**config.mk**
```make
export PLATFORM = sky130hd
export DESIGN_NAME = issue_scheduler
export DESIGN_NICKNAME = d
export VERILOG_FILES = /design/src/rtl/issue_scheduler.sv
export SDC_FILE = /design/constraint.sdc
export NUM_CORES = 1
export LEC_CHECK = 0
export ABC_AREA = 1
export CORE_MARGIN = 4
export CORE_UTILIZATION = 55
export DETAILED_ROUTE_END_ITERATION = 8
export DONT_BUFFER_PORTS = 1
export PLACE_DENSITY = 0.77
export RECOVER_POWER = 50
export SLEW_MARGIN = 20
export SYNTH_ARGS = -nofsm -noshare
export SYNTH_HDL_FRONTEND = slang
export SYNTH_SLANG_ARGS = --single-unit
```
**constraint.sdc**
```tcl
create_clock -name clk -period 4.85 [get_ports clk]
set_input_delay 1.2125 -clock clk [delete_from_list [all_inputs] [get_ports clk]]
set_output_delay 1.2125 -clock clk [all_outputs]
set_load 0.03 [all_outputs]
```
**src/rtl/issue_scheduler.sv**
```systemverilog
// -----------------------------------------------------------------------------
// issue_scheduler
//
// Decides each cycle whether the decoded control word may enter EX. Under a
// read-after-write hazard the word stays at the decoder and a bubble enters EX.
// It also moves the EX/MEM/WB control words down the pipe every cycle.
//
// Ports
//   clk          rising-edge clock for all state
//   rst_n        synchronous active-low reset
//   dec_valid    decoder presents a control word this cycle
//   dec_ctrl     22-bit control word:
//                  [21:17] srcA  [16:12] srcB  [11] B/IMM  [10] ALU/MUL
//                  [9:8] alu_op  [7] mem wr  [6] WB mux  [5:1] dst  [0] rf write
//   flush        discard the presented word and insert a bubble this cycle
//   dec_ready    (comb) the presented word can issue this cycle
//   ex_ctrl      registered control word of the EX stage
//   mem_ctrl     registered control word of the MEM stage
//   wb_ctrl      registered control word of the WB stage
//   stall        (comb) a valid word is being held back by a hazard
//   stall_count  saturating count of stall cycles
//
// Handshake: a word issues on a rising edge where dec_valid & dec_ready are
// both high. dec_ready does not look at dec_valid. While dec_ready is low, the
// upstream keeps dec_valid and dec_ctrl stable. This block keeps no copy of an
// unissued word.
// -----------------------------------------------------------------------------
module issue_scheduler #(
  parameter int CHECK_WB = 1,   // 1: WB stage is hazard-checked (no RF write-through)
  parameter int CNT_W    = 16
) (
  input  logic             clk,
  input  logic             rst_n,
  input  logic             dec_valid,
  input  logic [21:0]      dec_ctrl,
  input  logic             flush,
  output logic             dec_ready,
  output logic [21:0]      ex_ctrl,
  output logic [21:0]      mem_ctrl,
  output logic [21:0]      wb_ctrl,
  output logic             stall,
  output logic [CNT_W-1:0] stall_count
);

  logic [21:0]      r_ex;
  logic [21:0]      r_mem;
  logic [21:0]      r_wb;
  logic [CNT_W-1:0] r_stall_cnt;

  logic [4:0] w_src_a;
  logic [4:0] w_src_b;
  logic       w_ex_hit;
  logic       w_mem_hit;
  logic       w_wb_hit;
  logic       w_hazard;
  logic       w_issue;
  logic       w_stall;

  assign w_src_a = dec_ctrl[21:17];
  assign w_src_b = dec_ctrl[16:12];

  // A stage hits only if it writes the RF (bit 0) and a nonzero source names
  // its dst. A dst of 0 never hits, because a hit needs a nonzero source.
  always_comb begin
    w_ex_hit  = 1'b0;
    w_mem_hit = 1'b0;
    w_wb_hit  = 1'b0;
    if (r_ex[0]) begin
      w_ex_hit = ((w_src_a != 5'd0) && (w_src_a == r_ex[5:1])) ||
                 ((w_src_b != 5'd0) && (w_src_b == r_ex[5:1]));
    end
    if (r_mem[0]) begin
      w_mem_hit = ((w_src_a != 5'd0) && (w_src_a == r_mem[5:1])) ||
                  ((w_src_b != 5'd0) && (w_src_b == r_mem[5:1]));
    end
    if (r_wb[0]) begin
      w_wb_hit = ((w_src_a != 5'd0) && (w_src_a == r_wb[5:1])) ||
                 ((w_src_b != 5'd0) && (w_src_b == r_wb[5:1]));
    end
  end

  assign w_hazard = w_ex_hit || w_mem_hit || ((CHECK_WB != 0) && w_wb_hit);
  // Flush wins over a hazard, so a flushed cycle never counts as a stall.
  assign dec_ready = !w_hazard && !flush;
  assign w_issue   = dec_valid && dec_ready;
  assign w_stall   = dec_valid && w_hazard && !flush;
  assign stall     = w_stall;

  // The stages never hold. A word that does not issue leaves a NOP in EX.
  always_ff @(posedge clk) begin
    if (!rst_n) begin
      r_ex        <= 22'h0;
      r_mem       <= 22'h0;
      r_wb        <= 22'h0;
      r_stall_cnt <= '0;
    end else begin
      r_wb  <= r_mem;
      r_mem <= r_ex;
      r_ex  <= w_issue ? dec_ctrl : 22'h0;
      if (w_stall && (r_stall_cnt != {CNT_W{1'b1}})) begin
        r_stall_cnt <= r_stall_cnt + 1'b1;
      end
    end
  end

  assign ex_ctrl     = r_ex;
  assign mem_ctrl    = r_mem;
  assign wb_ctrl     = r_wb;
  assign stall_count = r_stall_cnt;

endmodule

```
After elaboration in Yosys (flattened, before gate mapping). Index checks and enable logic that the tools add are counted.

Word-level logic and storage cells: 36. Flip-flop bits (word level): 82.

Eq/ne operators: 7. Muxes and demuxes: 3. Add/sub/neg operators: 1. Reduce and logical (&&, ||, !) cells: 21.

Operators with widths (number): == test 5 bit (6); adder 16 x 1 -> 16 bit, second input constant (1); != test 16 bit, second input constant (1); logical AND 1 bit (11); nonzero test 5 bit (2); logical OR 1 bit (5); two-way mux 1 bit (3); zero test 1 bit (2); AND reduction 2 bit (1).

Longest topological paths before layout. Gate-level depths: netlist of the first run.

Depth after elaboration: 10. Mapped depth: 14. Mapped depth without buffers: 13.

Least setup slack after synthesis of the first run. OpenSTA, ideal clock, no wires.

Path type: in2out. Start point: input port dec_ctrl[18]. End point: output port stall. Stages: 10. Required time: 3.638 ns. Path slack: 1.290 ns. Data arrival time: 2.347 ns. Cell sequence: clkbuf_2 -> xor2_1 -> nor2_1 -> nand3_1 -> nand2_1 -> nand2_1 -> nand3_4 -> buf_4 -> nand2_1 -> inv_1.

Cells in the longest elaborated chain, start to end: 8. Elaborated cells between the ends (all ways): 17. Those cells by class: eq/ne (3); mux (3); reduce/logical (11).

Ends and longest elaborated chain: from (decl) (line 35) `input logic [21:0] dec_ctrl,`; == test 5 bit, or another cell as far along (line 69) `w_ex_hit = ((w_src_a != 5'd0) && (w_src_a == r_ex[5:1])) ||`; logical AND 1 bit, on equally long branches (line 69, 73); logical OR 1 bit, on equally long branches (line 69, 73); two-way mux 1 bit, on equally long branches (line 68, 72); logical OR 1 bit (line 82) `assign w_hazard = w_ex_hit || w_mem_hit || ((CHECK_WB != 0) && w_wb_hit);`; logical OR 1 bit (*) (line 82); logical AND 1 bit (*) (2 in a row) (line 86) `assign w_stall = dec_valid && w_hazard && !flush;`; to (decl) (line 41) `output logic stall,`.

Every way passes the cells marked *; elsewhere a longest branch is shown, timed or not.

Final worst setup path of the first run.
Start point: input port dec_ctrl[16]. End point: output port stall.

Cells in the longest elaborated chain, start to end: 8. Elaborated cells between the ends (all ways): 17. Those cells by class: eq/ne (3); mux (3); reduce/logical (11).

Ends and longest elaborated chain: == test 5 bit, or another cell as far along (line 70) `((w_src_b != 5'd0) && (w_src_b == r_ex[5:1]));`; logical AND 1 bit, on equally long branches (line 70, 74); logical OR 1 bit, on equally long branches (line 69, 73); two-way mux 1 bit, on equally long branches (line 68, 72); logical OR 1 bit (line 82); logical OR 1 bit (*) (line 82); logical AND 1 bit (*) (2 in a row) (line 86).

Marks and branches as above.

==> summary.md, run 1 <==
| Metric | Value |
|---|---|
| Cells along the critical path | `inv_1 -> nand2_1 -> nand2_1 -> nand2_1 -> nor2_1 -> nand2_1 -> nand2_1 -> nand2_1 -> nand3_4 -> nand2_1 -> inv_1` |
| CP required | `3.64 ns` |
| CP max stage cell | `nand3_4` |
| TritonCTS clock tree | `yes` |
| Hold-critical path endpoint | `mem_ctrl[9]$_SDFF_PN0_` |
| Vias/cell | `4.863` |
| Clock skew | `0.01273 ns` |
| WL final | `7288 µm` |
| Async set-reset flop share out of synthesis | `0` |
| Total negative setup slack | `0 ns` |
| Slew of the pin with the lowest slew margin | `0.4973 ns` |
| Vias after detailed routing | `2777` |
| P_leak | `2.094 nW` |
| Antenna violations before repair | `0` |
| Post-route DRC violation count | `0` |
| Commonest non-fill, non-tap cell in the layout | `nand2_1` |
| CP most frequent cell | `nand2_1` |
| Final slew viol count | `0` |
| Syn Std Cell Area | `3486 µm²` |
| Core ar. | `6026 µm²` |
| Slew margin rel. | `0.6680` |
| Worst Hold Depth | `2` |
| Peak supply drop | `0.0002049 V` |
| First-pass GRT wire length | `11970 µm` |
| FF-to-FF Start | `mem_ctrl[4]$_SDFF_PN0_` |
| Final Critical Period | `3.650 ns` |
| Maximum cell stage delay along the critical path | `0.27 ns` |
| Max Buffers Root-to-Sink | `2` |
| Inst Count DP | `555` |
| Clk slew on worst S/H paths | `0.09 ns` |
| TritonCTS Buffers | `9` |
| Min Hold Slack | `0.5813 ns` |
| Cell variety after synth | `23` |
| GP Congestion | `0.8590` |
| RSZ-0062 raised after global routing | `no` |
| Pin count of the biggest net entering global routing | `62` |
| Final hold vios | `0` |
| R2r setup slk | `2.40 ns` |
| Routed WL per cell | `12.76 µm` |
| Initial Util | `0.5785` |
| Non-Filler Instances | `571` |
| Root buf cell | `clkbuf_8` |
| Post-Syn Nets | `522` |
| Max Cap Viol | `0` |
| R2R Path End | `ex_ctrl[15]$_SDFF_PN0_` |
| Gr usage total | `0.2006` |
| Number of synthesized flops with an enable pin | `0` |
| Startpoint types | `primary input` |
| WP data arrival | `2.44 ns` |
| Worst-path fanout max | `24` |
| F_max | `274.0 MHz` |
| Final #Nets | `518` |
| Ports | `110` |
| Critical Path Sink Type | `output port` |
| CTS resizes | `0` |
| Die Y-Extent | `87.61 µm` |
| Vias in the first global route | `2630` |
| Fillers | `555` |
| PD cells | `342.2 nW/µm²` |
| Layout area overhead | `6.030%` |
| Port Buffers | `0` |
| H-tree Lvls | `3` |
| Clock latency on the worst-skew pair | `0.35 ns` |
| Mean area per synthesized cell | `7.042 µm²` |
| Detailed Routing Iterations Pass 1 | `4` |
| Status | `finished, final reports clean` |
| Hold Path Origin | `ex_ctrl[9]$_SDFF_PN0_` |
| Post-CTS setup buffer count | `0` |
| #FFs+latches synth | `82` |
| Final setup fails | `0` |
| TritonCTS Sinks | `82` |
| Synth top area cells | `dfxtp_1 (47%), nand2_1 (15%), inv_1 (13%), nor2_1 (6.4%), xnor2_1 (3.5%)` |
| Hold-fix buffers, CTS | `0` |
| Share of layout cells above drive strength 1 | `0.06250` |
| Final Util | `0.6134` |
| Site Rows | `28` |
| Reg2reg path depth | `12` |
| Post-synthesis instance total | `495` |
| Synth Flop Type | `dfxtp_1` |
| DIE WIDTH | `87.61 µm` |
| Iteration-0 DRC count of the detailed router | `121` |
| Top-area cell type share of the netlist area | `0.4709` |
| Final period utilization | `0.7525` |
| Sequential-to-total area share from yosys stat | `0.4709` |
| Synth warn | `0` |
| Detail Route Antenna Nets | `0` |
| Min-delay worst type | `reg -> reg` |
| DP HPWL | `5290 µm` |
| Synth area leader | `dfxtp_1` |
| Die area | `7676 µm²` |
| Most frequent cells in the layout | `nand2_1 (141), inv_1 (119), dfxtp_1 (82)` |
| Antenna diodes | `0` |
| Grt total ovfl | `0` |
| CP Class | `in -> out` |
area by class of cell:
class,instances,area (µm²),share of cell area
well taps,75,93.84,0.02539
flip-flops and latches,82,1642,0.4441
multi-input cells,278,1301,0.3521
clock buffers,9,123.9,0.03351
repair buffers,1,7.507,0.002031
clock inverters,7,81.33,0.02200
inverters,119,446.7,0.1209
cell usage after synthesis (2+ instances only):
cell type / n
buf_1: 2
buf_6: 4
clkbuf_1: 7
dfxtp_1: 82
inv_1: 119
nand2_1: 141
nand3_1: 20
nand3_4: 2
nand4_1: 11
nor2_1: 59
nor2_2: 11
nor3_1: 3
o21ai_0: 2
xnor2_1: 14
xor2_1: 10
per-stage QoR:
stage / setup slack [ns] / instance area (µm²) / total power [W]
after floorplan: 1.290 / 3486 / 0.0007759
after detailed placement: 1.238 / 3491 / 0.0007750
final: 1.200 / 3696 / 0.001265
after global placement: 1.293 / 3491 / 0.0007732
after global routing: 1.046 / 3696 / 0.001330
after CTS: 1.235 / 3696 / 0.001281
registers in the layout, indices dropped and copies added (netlist names):
name         flops
stall_count     16
wb_ctrl         22
ex_ctrl         22
mem_ctrl        22
layer usage:
metal  vias to the layer above  share of wire  GRT usage
met5                         -              0          0
met4                         0          0.013    0.07950
met3                        11           0.10    0.08090
met2                       109           0.46     0.3226
met1                      1240           0.42     0.2396
li1                       1417              -          -
worst max-delay path, delay by kind of cell:
family	cells	cell delay [ns]
buffers and inverters	2	0.33
AND/OR/NAND/NOR	9	0.89
power by group:
part           switching, W  internal [W]   total, W
Combinational     0.0000284     0.0000201  0.0000485
Clock              0.000258      0.000247   0.000505
Sequential        0.0000282      0.000683   0.000711
cells by family after synthesis:
kind of cell / synth area share
fa+ha+maj: 0.003589
simple gates: 0.3029
xor+xnor: 0.06030
compound gates: 0.006460
buf+inv: 0.1558
flops: 0.4709
worst max-delay path by stage:
stage	slack (ns)	to	depth (start not counted)	from
floorplan	1.29	stall	10	dec_ctrl[18]
global placement	1.29	stall	11	dec_ctrl[16]
detailed placement	1.24	stall	11	dec_ctrl[16]
CTS	1.24	stall	11	dec_ctrl[16]
global route	1.05	stall	11	dec_ctrl[16]
finish	1.20	stall	11	dec_ctrl[16]
Power figures use the tool's default switching activity.
==> inputs of run 2 (changes only) <==
==> constraint.sdc (replaced) <==
create_clock -name clk -period 3.6 [get_ports clk]
set_input_delay 0.9 -clock clk [delete_from_list [all_inputs] [get_ports clk]]
set_output_delay 0.9 -clock clk [all_outputs]
set_load 0.03 [all_outputs]
==> run 2 against run 1 <==
Effect of this change:
- combinational power up 33%
- critical path depth shrank 2
- via count fell by 0.76%
- worst setup slack got worse by 0.63 ns
- cell count stayed put
- die area did not move
==> summary.md, run 2 (synthesized netlist as in run 1, its figures left out) <==
| Metric | Value |
|---|---|
| CP most frequent cell | `nand2_1 (unchanged)` |
| Die area | `7676 µm² (unchanged)` |
| Worst Path Buf+Inv | `1 (was 2)` |
| Vias/cell | `4.827 (was 4.863)` |
| Net Switching | `0.0004191 W (was 0.0003150 W)` |
| Min-delay worst type | `reg -> reg (unchanged)` |
| Hold-fix buffers, CTS | `0 (unchanged)` |
| Clock latency on the worst-skew pair | `0.34 ns (was 0.35 ns)` |
| Cell Int Power | `0.001206 W (was 0.0009496 W)` |
| Antenna diodes | `0 (unchanged)` |
| TritonCTS Buffers | `9 (unchanged)` |
| Final slew viol count | `0 (unchanged)` |
| Core ar. | `6026 µm² (unchanged)` |
| F_max | `330.4 MHz` |
| Final Critical Period | `3.026 ns` |
| Iteration-0 DRC count of the detailed router | `105 (was 121)` |
| First-pass GRT wire length | `11650 µm (was 11970 µm)` |
| H-tree Lvls | `3 (unchanged)` |
| Commonest non-fill, non-tap cell in the layout | `nand2_1 (unchanged)` |
| CP required | `2.70 ns (was 3.64 ns)` |
| PD cells | `443.3 nW/µm² (was 342.2 nW/µm²)` |
| Peak supply drop | `0.0002992 V (was 0.0002049 V)` |
| Initial Util | `0.5785 (unchanged)` |
| Site Rows | `28 (unchanged)` |
| Final period utilization | `0.8407` |
| TritonCTS Sinks | `82 (unchanged)` |
| Die Y-Extent | `87.61 µm (unchanged)` |
| Worst-path fanout max | `24 (unchanged)` |
| Maximum cell stage delay along the critical path | `0.62 ns (was 0.27 ns)` |
| Max Buffers Root-to-Sink | `2 (unchanged)` |
| Final Util | `0.6084 (was 0.6134)` |
| WL final | `7110 µm (was 7288 µm)` |
| Gr usage total | `0.1936 (was 0.2006)` |
| Layout area overhead | `5.169% (was 6.030%)` |
| Root buf cell | `clkbuf_8 (unchanged)` |
| Ports | `110 (unchanged)` |
| P_leak | `2.075 nW (was 2.094 nW)` |
| Grt total ovfl | `0 (unchanged)` |
| Share of layout cells above drive strength 1 | `0.06048 (was 0.06250)` |
| Slew of the pin with the lowest slew margin | `0.4902 ns (was 0.4973 ns)` |
| Detail Route Antenna Nets | `0 (unchanged)` |
| Critical Path Sink Type | `output port (unchanged)` |
| Fillers | `558 (was 555)` |
| Total negative setup slack | `0 ns (unchanged)` |
| RSZ-0062 raised after global routing | `no (unchanged)` |
| CP Class | `reg -> out (was in -> out)` |
| DP HPWL | `5260 µm (was 5290 µm)` |
| GP Congestion | `0.8593 (was 0.8590)` |
| Sw frac | `0.2579 (was 0.2491)` |
| Clk slew on worst S/H paths | `0.09 ns (about the same)` |
| Slew margin rel. | `0.6727 (was 0.6680)` |
| CTS resizes | `0 (unchanged)` |
| Antenna violations before repair | `0 (unchanged)` |
| Top Family by Delay on Critical Path | `simple AND/OR/NAND/NOR gates (unchanged)` |
| Max Cap Viol | `0 (unchanged)` |
| Vias after detailed routing | `2756 (was 2777)` |
| Vias in the first global route | `2611 (was 2630)` |
| Startpoint types | `register (was primary input)` |
| Final setup fails | `0 (unchanged)` |
| WP data arrival | `2.13 ns (was 2.44 ns)` |
| Final #Nets | `518 (unchanged)` |
| Post-route DRC violation count | `0 (unchanged)` |
| Most frequent cells in the layout | `nand2_1 (141), inv_1 (119), dfxtp_1 (82) (unchanged)` |
| Comb power frac | `0.040 (was 0.038)` |
| Final hold vios | `0 (unchanged)` |
| Status | `finished, final reports clean (unchanged)` |
| Post-CTS setup buffer count | `0 (unchanged)` |
| Clock skew | `0.01073 ns (was 0.01273 ns)` |
| Clock network power share | `0.371 (was 0.400)` |
| Cells along the critical path | `xnor2_1 -> nand2_1 -> nor2_1 -> nand2_1 -> nand2_1 -> nand2_1 -> nand3_4 -> nand2_1 -> inv_1 (was inv_1 -> nand2_1 -> nand2_1 -> nand2_1 -> nor2_1 -> nand2_1 -> nand2_1 -> nand2_1 -> nand3_4 -> nand2_1 -> inv_1)` |
| CP max stage cell | `dfxtp_1 (was nand3_4)` |
| Pin count of the biggest net entering global routing | `62 (unchanged)` |
| TritonCTS clock tree | `yes (unchanged)` |
| Routed WL per cell | `12.45 µm (was 12.76 µm)` |
| Seq pwr share | `0.589 (was 0.562)` |
| Detailed Routing Iterations Pass 1 | `4 (unchanged)` |
| DIE WIDTH | `87.61 µm (unchanged)` |
| Port Buffers | `0 (unchanged)` |
==> run 2: cell count changes in the layout (fill, tap and decap cells not counted) <==
cell	before	now
bufinv_16	1	0
clkbuf_1	0	1
clkinv_4	1	0
clkinvlp_4	0	1
inv_6	3	4
inv_8	1	0
==> run 2: tightest hold or removal path, delay by kind of cell (launching register included) <==
| family | cells | cell delay (ns) |
|---|---|---|
| and+or+nand+nor | 1 | 0.11 |
| buffers and inverters | 1 | 0.03 |
| DFF | 1 | 0.41 |
==> run 2: layer usage <==
metal  vias to the layer above  track usage  part of all wire  wire length, µm
met1                      1212       0.2342              0.42             2979
met2                       114       0.3082              0.45             3220
met5                         -            0                 0                0
met4                         0      0.08787             0.017              123
met3                        17      0.07056              0.11              788
li1                       1413            -                 -                -
==> run 2: through the flow <==
step | total power [W] | hold WS [ns] | setup WS, ns | cells | instance area, µm²
global route | 0.001703 | 0.5920 | 0.3809 | 571 | 3666
finish | 0.001625 | 0.5821 | 0.5735 | 571 | 3666
CTS | 0.001642 | 0.5829 | 0.5703 | 571 | 3666
global placement | 0.001042 | 0.5702 | 0.6679 | 555 | 3491
floorplan | 0.001045 | 0.5661 | 0.6654 | 495 | 3486
detailed placement | 0.001044 | 0.5703 | 0.6260 | 555 | 3491
==> run 2: worst paths after layout <==
check,from,depth (start not counted),slack (ns),endpoint
worst max register to register,mem_ctrl[4]$_SDFF_PN0_,12,1.19,ex_ctrl[16]$_SDFF_PN0_
worst min-delay path,ex_ctrl[9]$_SDFF_PN0_,2,0.58,mem_ctrl[9]$_SDFF_PN0_
worst min register to register,ex_ctrl[9]$_SDFF_PN0_,2,0.58,mem_ctrl[9]$_SDFF_PN0_
worst max-delay path,mem_ctrl[1]$_SDFF_PN0_,9,0.57,stall
==> run 2: layout make-up <==
| type | count | area (µm²) | area share |
|---|---|---|---|
| sequential | 82 | 1642 | 0.4478 |
| multi-input combinational | 278 | 1301 | 0.3549 |
| inverter | 119 | 446.7 | 0.1218 |
| clock buffer | 10 | 127.6 | 0.03481 |
| tap | 75 | 93.84 | 0.02560 |
| clock inverter | 6 | 47.55 | 0.01297 |
| timing repair buffer | 1 | 7.507 | 0.002048 |
==> run 2: power groups by stage <==
stage	Combinational (W)	Clock (W)	Sequential, W
after global placement	0.0000625	0	0.000979
final	0.0000646	0.000603	0.000957
after detailed placement	0.0000645	0	0.000979
after floorplan	0.0000699	0	0.000975
after global routing	0.0000746	0.000668	0.000960
after CTS	0.0000650	0.000619	0.000958
==> inputs of run 3 (changes only) <==
--- a/config.mk
+++ b/config.mk
@@ -10,7 +10,7 @@
 export CORE_UTILIZATION = 55
 export DETAILED_ROUTE_END_ITERATION = 8
 export DONT_BUFFER_PORTS = 1
-export PLACE_DENSITY = 0.77
+export PLACE_DENSITY = 0.8
 export RECOVER_POWER = 50
 export SLEW_MARGIN = 20
 export SYNTH_ARGS = -nofsm -noshare
==> constraint.sdc (replaced) <==
create_clock -name clk -period 2.57 [get_ports clk]
set_input_delay 0.6425 -clock clk [delete_from_list [all_inputs] [get_ports clk]]
set_output_delay 0.6425 -clock clk [all_outputs]
set_load 0.03 [all_outputs]
==> run 3 against run 2 <==
Effect of this change:
- register-to-register slack lost 0.90 ns
- global-route usage grew 0.44 points
- sequential share of layout area shrank 2.1 points
- via count grew 4.8%
- total power grew 43%
- non-clock buffer count grew 31
- critical endpoint unchanged
==> summary.md, run 3 (synthesized netlist as in run 1, its figures left out) <==
| Metric | Value |
|---|---|
| Layout area overhead | `11.09% (was 5.169%)` |
| Die area | `7676 µm² (unchanged)` |
| Non-Filler Instances | `602 (was 571)` |
| Hold Path Origin | `rst_n (was ex_ctrl[9]$_SDFF_PN0_)` |
| Die Y-Extent | `87.61 µm (unchanged)` |
| Total negative setup slack | `0 ns (unchanged)` |
| Status | `finished, final reports clean (unchanged)` |
| Hold-critical path endpoint | `wb_ctrl[16]$_SDFF_PN0_ (was mem_ctrl[9]$_SDFF_PN0_)` |
| Gr busiest metal | `met2 (unchanged)` |
| Critical Path Sink Type | `output port (unchanged)` |
| Gr usage total | `0.1980 (was 0.1936)` |
| TritonCTS Buffers | `9 (unchanged)` |
| Min-delay worst type | `in -> reg (was reg -> reg)` |
| Startpoint types | `register (unchanged)` |
| Worst-path fanout max | `8 (was 24)` |
| CP Class | `reg -> out (unchanged)` |
| R2R Path End | `stall_count[1]$_SDFFE_PN0P_ (was ex_ctrl[16]$_SDFF_PN0_)` |
| Peak supply drop | `0.0003729 V (was 0.0002992 V)` |
| Post-route setup slack | `0.1849 ns (was 0.5735 ns)` |
| Sw frac | `0.2643 (was 0.2579)` |
| Commonest non-fill, non-tap cell in the layout | `nand2_1 (unchanged)` |
| P_leak | `2.192 nW (was 2.075 nW)` |
| Final period utilization | `0.9281` |
| TritonCTS Sinks | `82 (unchanged)` |
| H-tree Lvls | `3 (unchanged)` |
| Pin count of the biggest net entering global routing | `62 (unchanged)` |
| First-pass GRT wire length | `12050 µm (was 11650 µm)` |
| DP Worst Slack | `0.2887 ns (was 0.6260 ns)` |
| Detailed Routing Iterations Pass 1 | `4 (unchanged)` |
| Net Switching | `0.0006137 W (was 0.0004191 W)` |
| WL final | `7409 µm (was 7110 µm)` |
| Final setup fails | `0 (unchanged)` |
| Grt total ovfl | `0 (unchanged)` |
| Clock network power share | `0.380 (was 0.371)` |
| Reg2reg path depth | `8 (was 12)` |
| Maximum cell stage delay along the critical path | `0.39 ns (was 0.62 ns)` |
| Routed WL per cell | `12.31 µm (was 12.45 µm)` |
| Share of layout cells above drive strength 1 | `0.1082 (was 0.06048)` |
| Initial Util | `0.5785 (unchanged)` |
| Worst Path Buf+Inv | `3 (was 1)` |
| Antenna violations before repair | `0 (unchanged)` |
| Ports | `110 (unchanged)` |
| Vias/cell | `4.797 (was 4.827)` |
| Clock latency on the worst-skew pair | `0.35 ns (was 0.34 ns)` |
| WP data arrival | `1.74 ns (was 2.13 ns)` |
| Port Buffers | `0 (unchanged)` |
| Max Cap Viol | `0 (unchanged)` |
| Final #Nets | `549 (was 518)` |
| PD cells | `599.6 nW/µm² (was 443.3 nW/µm²)` |
| Max Buffers Root-to-Sink | `2 (unchanged)` |
| Antenna diodes | `0 (unchanged)` |
| GR Util met1 | `0.2529 (was 0.2342)` |
| Clock skew | `0.01163 ns (was 0.01073 ns)` |
| Cells along the critical path | `inv_1 -> nand2_1 -> nand2_1 -> nand2_1 -> nor2_1 -> nand2_1 -> nand2_1 -> nand2_1 -> nand3_4 -> nand2_1 -> inv_1 -> buf_4 (was xnor2_1 -> nand2_1 -> nor2_1 -> nand2_1 -> nand2_1 -> nand2_1 -> nand3_4 -> nand2_1 -> inv_1)` |
| Cell Int Power | `0.001708 W (was 0.001206 W)` |
| Most frequent cells in the layout | `nand2_1 (141), inv_1 (119), dfxtp_1 (73) (was nand2_1 (141), inv_1 (119), dfxtp_1 (82))` |
| DIE WIDTH | `87.61 µm (unchanged)` |
| Worst Hold Depth | `2 (unchanged)` |
| GR Util met3 | `0.06867 (was 0.07056)` |
| F_max | `419.3 MHz` |
| Final Critical Period | `2.385 ns` |
| GP Congestion | `0.8451 (was 0.8593)` |
| Core ar. | `6026 µm² (unchanged)` |
| Root buf cell | `clkbuf_8 (unchanged)` |
| Iteration-0 DRC count of the detailed router | `111 (was 105)` |
| Comb power frac | `0.046 (was 0.040)` |
| Detail Route Antenna Nets | `0 (unchanged)` |
| Seq pwr share | `0.574 (was 0.589)` |
| R2r setup slk | `0.29 ns (was 1.19 ns)` |
| CP required | `1.93 ns (was 2.70 ns)` |
| CP max stage cell | `dfxtp_1 (unchanged)` |
| Inst Count DP | `583 (was 555)` |
| Final hold vios | `0 (unchanged)` |
| Final slew viol count | `0 (unchanged)` |
| Top Family by Delay on Critical Path | `simple AND/OR/NAND/NOR gates (unchanged)` |
| Grt met2 use | `0.3068 (was 0.3082)` |
| RSZ-0062 raised after global routing | `no (unchanged)` |
| Site Rows | `28 (unchanged)` |
| FF-to-FF Start | `stall_count[8]$_SDFFE_PN0P_ (was mem_ctrl[4]$_SDFF_PN0_)` |
| Vias in the first global route | `2608 (was 2611)` |
| DP HPWL | `5484 µm (was 5260 µm)` |
| Total power | `0.002322 W (was 0.001625 W)` |
| Slew of the pin with the lowest slew margin | `0.6253 ns (was 0.4902 ns)` |
| Vias after detailed routing | `2888 (was 2756)` |
| Slew margin rel. | `0.5831 (was 0.6727)` |
| CP most frequent cell | `nand2_1 (unchanged)` |
| Post-route DRC violation count | `0 (unchanged)` |
| Clk slew on worst S/H paths | `0.09 ns (about the same)` |
| TritonCTS clock tree | `yes (unchanged)` |
## run 3: cell count changes in the layout (fill, tap and decap cells not counted)
| cell | delta |
|---|---|
| buf_4 | +17 |
| clkbuf_1 | +13 |
| dfxtp_1 | -9 |
| dfxtp_2 | +9 |
| inv_8 | +3 |
| inv_6 | -2 |
| clkinv_2 | -1 |
| clkinvlp_4 | +1 |
## run 3: area by class of cell
type | count | area [µm²]
sequential | 82 | 1653
clock inverter | 7 | 66.31
clock buffer | 9 | 123.9
timing repair buffer | 32 | 187.7
multi-input combinational | 278 | 1301
inverter | 119 | 446.7
fill | 530 | 2153
tap | 75 | 93.84
## run 3: routing by layer
layer,vias up,wire [µm]
met5,-,0
met4,0,149
met3,15,796
met2,118,3281
met1,1277,3182
li1,1478,-
## run 3: repair_timing
item / in CTS / in global routing
hold buffers: 0 / 0
setup buffers: 0 / 3
endpoints found under the setup margin: 0 / 1
resized for setup: 0 / 9
## run 3: stage by stage
| step | util | area, µm² | hold WS [ns] |
|---|---|---|---|
| detailed placement | 0.6142 | 3701 | 0.4825 |
| global route | 0.6427 | 3872 | 0.3695 |
| floorplan | - | 3486 | 0.5661 |
| finish | 0.6427 | 3872 | 0.3918 |
| CTS | 0.6458 | 3891 | 0.3725 |
| global placement | 0.6142 | 3701 | 0.4787 |
## run 3: power groups by stage
stage	sequential, W	clock, W	combinational, W
after floorplan	0.00137	0	0.0000979
after global placement	0.00136	0	0.000104
after detailed placement	0.00136	0	0.000107
after CTS	0.00133	0.000905	0.000108
after global routing	0.00134	0.000976	0.000122
final	0.00133	0.000883	0.000107
## run 3: how the worst max path moves through the flow
stage	from	endpoint	slack [ns]	cells after the start
6_report	mem_ctrl[4]$_SDFF_PN0_	stall	0.18	12
5_1_grt	ex_ctrl[4]$_SDFF_PN0_	stall	0.005	10
3_5_place_dp	dec_ctrl[12]	ex_ctrl[20]$_SDFF_PN0_	0.29	11
4_1_cts	mem_ctrl[1]$_SDFF_PN0_	stall	0.12	11
3_3_place_gp	dec_ctrl[12]	ex_ctrl[20]$_SDFF_PN0_	0.28	11
2_1_floorplan	dec_ctrl[18]	stall	0.15	10
